===== config.mk =====
export PLATFORM = sky130hd
export DESIGN_NAME = filter_dispatch_scheduler
export DESIGN_NICKNAME = d
export VERILOG_FILES = /design/src/rtl/filter_dispatch_scheduler.sv
export SDC_FILE = /design/constraint.sdc
export NUM_CORES = 1
export LEC_CHECK = 0
export CORE_AREA = 5 5 96 98
export DETAILED_ROUTE_END_ITERATION = 16
export DIE_AREA = 0 0 101 103
export PLACE_DENSITY_LB_ADDON = 0.1
export SLEW_MARGIN = 25
export SYNTH_ARGS = -nofsm -noshare
export SYNTH_HDL_FRONTEND = slang
export SYNTH_SLANG_ARGS = --single-unit

===== constraint.sdc =====
create_clock -name clk -period 5.4 [get_ports clk]
set_clock_uncertainty 0.15 [all_clocks]
set_input_delay 1.62 -clock clk [delete_from_list [all_inputs] [get_ports clk]]
set_output_delay 1.62 -clock clk [all_outputs]
set_load 0.01 [all_outputs]

===== src/rtl/filter_dispatch_scheduler.sv =====
// filter_dispatch_scheduler
// Sequences one home-particle pass through the filter bank: round-robin
// neighbour -> filter input grant, round-robin filter -> force-pipeline output
// grant, and a one-cycle neighbour-register release pulse once the bank has
// drained after the last neighbour.
// Optional feature: define FILTER_DISPATCH_PERF_EN to add the o_stall_cycles
// counter (cycles a valid neighbour waited in DISPATCH with no ready filter).
module filter_dispatch_scheduler #(
  parameter int NUM_FILTERS = 7
`ifdef FILTER_DISPATCH_PERF_EN
  , parameter int STALL_CNT_WIDTH = 16
`endif
) (
  input  logic                   clk,
  input  logic                   rst_n,
  input  logic                   i_start,
  input  logic                   i_nb_valid,
  input  logic                   i_nb_last,
  output logic                   o_nb_ready,
  input  logic [NUM_FILTERS-1:0] i_filter_ready,
  input  logic [NUM_FILTERS-1:0] i_filter_empty,
  input  logic [NUM_FILTERS-1:0] i_filter_out_valid,
  input  logic                   i_force_ready,
  output logic [NUM_FILTERS-1:0] o_filter_input_arb_result,
  output logic [NUM_FILTERS-1:0] o_filter_output_arb_result,
  output logic                   o_nb_reg_release_flag,
  output logic                   o_busy
`ifdef FILTER_DISPATCH_PERF_EN
  , output logic [STALL_CNT_WIDTH-1:0] o_stall_cycles
`endif
);

  localparam int PTR_W = (NUM_FILTERS > 1) ? $clog2(NUM_FILTERS) : 1;
  localparam logic [PTR_W-1:0] LAST_IDX = PTR_W'(NUM_FILTERS - 1);

  typedef enum logic [1:0] {
    IDLE     = 2'd0,
    DISPATCH = 2'd1,
    DRAIN    = 2'd2,
    RELEASE  = 2'd3
  } state_t;

  state_t           state_r;
  logic [PTR_W-1:0] in_ptr_r;
  logic [PTR_W-1:0] out_ptr_r;
  logic             drain_cnt_r;
  logic [PTR_W-1:0] in_idx_s;
  logic [PTR_W-1:0] out_idx_s;
  logic             in_fire_s;
  logic             out_fire_s;
  logic             drained_s;

  // First requester at index >= ptr, wrapping past NUM_FILTERS-1 back to 0.
  function automatic logic [PTR_W-1:0] rr_pick(input logic [NUM_FILTERS-1:0] req,
                                               input logic [PTR_W-1:0]       ptr);
    logic [PTR_W-1:0] pick;
    logic [PTR_W-1:0] idx_v;
    logic             found;
    int               idx;
    pick  = '0;
    found = 1'b0;
    for (int k = 0; k < NUM_FILTERS; k++) begin
      idx = int'(ptr) + k;
      if (idx >= NUM_FILTERS) begin
        idx = idx - NUM_FILTERS;
      end
      idx_v = PTR_W'(idx);
      if (!found && req[idx_v]) begin
        pick  = idx_v;
        found = 1'b1;
      end
    end
    return pick;
  endfunction

  function automatic logic [NUM_FILTERS-1:0] onehot(input logic [PTR_W-1:0] idx);
    logic [NUM_FILTERS-1:0] v;
    v      = '0;
    v[idx] = 1'b1;
    return v;
  endfunction

  function automatic logic [PTR_W-1:0] next_ptr(input logic [PTR_W-1:0] idx);
    return (idx == LAST_IDX) ? '0 : idx + PTR_W'(1);
  endfunction

  // Grant decode and status outputs; output grant is forced off while in reset.
  always_comb begin
    drained_s                  = (&i_filter_empty) & ~(|i_filter_out_valid);
    o_nb_ready                 = (state_r == DISPATCH) & (|i_filter_ready);
    in_fire_s                  = i_nb_valid & o_nb_ready;
    in_idx_s                   = rr_pick(i_filter_ready, in_ptr_r);
    out_fire_s                 = rst_n & i_force_ready & (|i_filter_out_valid);
    out_idx_s                  = rr_pick(i_filter_out_valid, out_ptr_r);
    o_filter_input_arb_result  = in_fire_s ? onehot(in_idx_s) : '0;
    o_filter_output_arb_result = out_fire_s ? onehot(out_idx_s) : '0;
    o_nb_reg_release_flag      = (state_r == RELEASE);
    o_busy                     = (state_r != IDLE);
  end

  // Pass sequencing FSM plus round-robin pointers and drain qualification.
  always_ff @(posedge clk or negedge rst_n) begin
    if (!rst_n) begin
      state_r     <= IDLE;
      in_ptr_r    <= '0;
      out_ptr_r   <= '0;
      drain_cnt_r <= 1'b0;
    end else begin
      if (in_fire_s) begin
        in_ptr_r <= next_ptr(in_idx_s);
      end
      if (out_fire_s) begin
        out_ptr_r <= next_ptr(out_idx_s);
      end
      case (state_r)
        IDLE: begin
          drain_cnt_r <= 1'b0;
          if (i_start) begin
            state_r <= DISPATCH;
          end
        end
        DISPATCH: begin
          drain_cnt_r <= 1'b0;
          if (in_fire_s && i_nb_last) begin
            state_r <= DRAIN;
          end
        end
        DRAIN: begin
          // drained must hold two consecutive cycles to cover status latency
          if (drained_s) begin
            if (drain_cnt_r) begin
              state_r     <= RELEASE;
              drain_cnt_r <= 1'b0;
            end else begin
              drain_cnt_r <= 1'b1;
            end
          end else begin
            drain_cnt_r <= 1'b0;
          end
        end
        RELEASE: begin
          drain_cnt_r <= 1'b0;
          state_r     <= IDLE;
        end
        default: begin
          drain_cnt_r <= 1'b0;
          state_r     <= IDLE;
        end
      endcase
    end
  end

`ifdef FILTER_DISPATCH_PERF_EN
  // Saturating count of cycles a valid neighbour stalled for lack of a ready filter.
  always_ff @(posedge clk or negedge rst_n) begin
    if (!rst_n) begin
      o_stall_cycles <= '0;
    end else if (state_r == IDLE && i_start) begin
      o_stall_cycles <= '0;
    end else if (state_r == DISPATCH && i_nb_valid && !o_nb_ready &&
                 o_stall_cycles != {STALL_CNT_WIDTH{1'b1}}) begin
      o_stall_cycles <= o_stall_cycles + STALL_CNT_WIDTH'(1);
    end else begin
      o_stall_cycles <= o_stall_cycles;
    end
  end
`endif

endmodule


==> flow_summary_export.csv <==
group,metric,value,unit
synthesis,synth.avg_cell_area,7.31,µm²
worst_setup_path,cp.required,3630,ps
worst_setup_path,r2r_end,"in_ptr_r[0]$_DFFE_PN0P_",
synthesis,synthFlopType,"dfrtp_1",
die,ioPinCount,44,
timing,finalCriticalPeriod,5930,ps
final_layout,nFillCells,529,
clock_network,cts_tree,"yes",
worst_setup_path,crit_chain,"buf_8 > nor4bb_4 > a211oi_2 > o311a_1 > mux2_4 > or3b_4 > buf_12 > nor4b_4 > a211oi_2 > a21o_4 > nor3_4 > buf_2",
worst_hold_path,min-delay-start,"drain_cnt_r$_DFF_PN0_",
die,dieArea,0.0104,mm²
run_status,violations,"setup timing",
detailed_routing,drtPass1Iterations,5,
final_layout,antenna_cells,0,
die,die_h,103,µm
die,row_count,34,
final_layout,regArea,226,µm²
detailed_routing,drt_iter0_drc,529,
worst_setup_path,slowest_stage,"or3b_4",
detailed_routing,ant_nets,0,
clock_network,cts.sinks,9,
synthesis,synth_nets,649,
clock_network,cts-buffers-inserted,3,
timing,relSlewSlack,0.607,
timing,finalCritPeriodShare,1.10,
worst_hold_path,whs_endpoint,"drain_cnt_r$_DFF_PN0_",
synthesis,ys_seq_elements,9,
die,die_x,101,µm
worst_setup_path,crit_type,"in2out",
final_layout,multi_input_area,0.00427,mm²
worst_setup_path,slowest_delay,440,ps
clock_network,clkLatencyLatePin,240,ps
synthesis,synthCells,588,
timing,hold_violations,0,
timing,maxSlewViolCount,0,
clock_network,cts_buffer_depth,2,
synthesis,synth_edf_count,0,
worst_hold_path,hold_class,"reg2reg",
clock_network,cts_hold_buf,0,
worst_setup_path,reg2reg_slack,1240,ps
global_route,grt_antenna_before_repair,0,
worst_setup_path,start_kind,"input pin",
worst_setup_path,critPathArrivalTime,4160,ps
worst_setup_path,timing.critical_path.mode_cell,"a211oi_2",
timing,max_freq,169,MHz
worst_hold_path,worstHoldPathCells,1,
worst_setup_path,reg2reg_depth,15,
worst_setup_path,r2r-start,"in_ptr_r[1]$_DFFE_PN0P_",
final_layout,nNetsFinal,888,
detailed_routing,drcViolationCount,0,
die,core-area,0.00838,mm²
timing,worst_pin_slew,586,ps
flow_run,maxCapViolations,0,
clock_network,htreeDepth,1,
final_layout,drive_above_1_share,0.469,
worst_setup_path,crit_fanout,5,
final_layout,finalCoreUtilization,0.839,
timing,setup_viol,14,
global_route,grt_max_degree,25,
clock_network,path_clk_slew,50,ps
detailed_routing,wl_per_cell,18.9,µm
global_route,track_usage,0.322,
timing,rsz0062_at_grt,"yes",
detailed_routing,routed_wl,17.6,mm
placement,gp_congestion,1.00,
placement,port_buffers,43,
synthesis,ys_types,88,
clock_network,clock-root-buffer,"clkbuf_8",
global_route,grt_pass1_wl,27.4,mm
placement,dp_hpwl,13.0,mm
timing,setup_slack,-535,ps
die,start_util,0.513,
worst_setup_path,endpoint_kind,"output pin",
synthesis,synth-async-reset-ratio,1.00,
final_layout,final_cell_mix,"buf_4 (223), nand2_1 (45), nor2_1 (34)",
synthesis,seq_area_frac_synth,0.0524,
detailed_routing,avgViaCountPerCell,6.27,
final_layout,area_growth,63.6,%
global_route,grt_pass1_vias,5615,
run_status,status,"finished, violations left",
global_route,grt_overflow,0,
detailed_routing,vias,5856,
synthesis,yosysWarnings,0,
synthesis,syn_area,0.00430,mm²
final_layout,mostFrequentLayoutCell,"buf_4",
## critical path, delay by kind of cell
kind	cells	cell delay [ps]
AOI/OAI and AO/OA	4	820
muxes	1	190
buffers and inverters	3	420
and+or+nand+nor	4	1110
## through the flow
step	cells	hold slack, ps	setup TNS (ps)	worst slack [ps]	instance area, µm²
floorplan	588	370	-1860	-182	4580
global placement	903	393	-17680	-1300	6450
detailed placement	903	410	-18760	-1410	6450
CTS	925	416	-5540	-448	6820
global route	934	441	-7740	-668	7030
finish	934	413	-6160	-535	7030
## cell usage after synthesis, types with 9 or more instances
cell type,instances,area share
o21ai_0,28,0.033
nor2_1,44,0.038
a21oi_1,20,0.023
nor2b_1,13,0.019
ha_1,32,0.093
nand3_1,19,0.022
buf_2,12,0.014
mux2_2,9,0.024
nand2b_1,22,0.032
clkbuf_1,24,0.021
a211oi_1,10,0.017
xnor2_1,10,0.020
nor3b_1,10,0.017
dfrtp_1,9,0.052
mux2i_1,29,0.068
nor3_1,17,0.020
a31oi_1,14,0.020
inv_1,25,0.022
nand2_1,50,0.044
## layer usage
metal / GRT usage / share of wire / vias to the layer above
met5: 0 / 0 / -
met4: 0.0521 / 0.014 / 0
met3: 0.0507 / 0.094 / 37
met2: 0.538 / 0.46 / 331
met1: 0.446 / 0.43 / 2796
li1: - / - / 2692
## registers in the layout, summed over array words and instances (netlist names)
signal       cells
out_ptr_r        3
drain_cnt_r      1
in_ptr_r         3
state_r          2
## cells by family after synthesis
kind of cell / Yosys count / share of synthesized area
buffers and inverters: 73 / 0.0777
adders and majority gates: 34 / 0.102
muxes: 44 / 0.118
DFF: 9 / 0.0524
xor gates and xnor gates: 15 / 0.0323
and+or+nand+nor: 233 / 0.308
AOI/OAI and AO/OA: 180 / 0.309
## how the worst max path moves through the flow
stage / from / to / slack, ps / cells past startpoint
6_report: i_filter_ready[0] / o_filter_input_arb_result[4] / -530 / 12
5_1_grt: i_filter_ready[0] / o_filter_input_arb_result[4] / -670 / 12
4_1_cts: i_filter_out_valid[5] / o_filter_output_arb_result[4] / -450 / 13
3_5_place_dp: i_filter_out_valid[3] / o_filter_output_arb_result[6] / -1410 / 13
3_3_place_gp: i_filter_ready[5] / o_filter_input_arb_result[4] / -1300 / 11
2_1_floorplan: i_filter_ready[4] / o_filter_input_arb_result[5] / -180 / 12
## layout make-up
class,instances,share of cell area
clock inverters,1,0.000711
multi-input cells,506,0.607
inverters,25,0.0133
clock buffers,3,0.00587
well taps,108,0.0192
repair buffers,282,0.322
flip-flops and latches,9,0.0322
## what timing repair did
action,CTS,global route
setup buffers,18,9
resized for setup,188,35
pin swaps,40,26
hold endpoints to repair,0,0
endpoints found under the setup margin,14,14
Power is not shown: default switching activity piles up to over one toggle a cycle in this logic, so the estimate is an artifact.
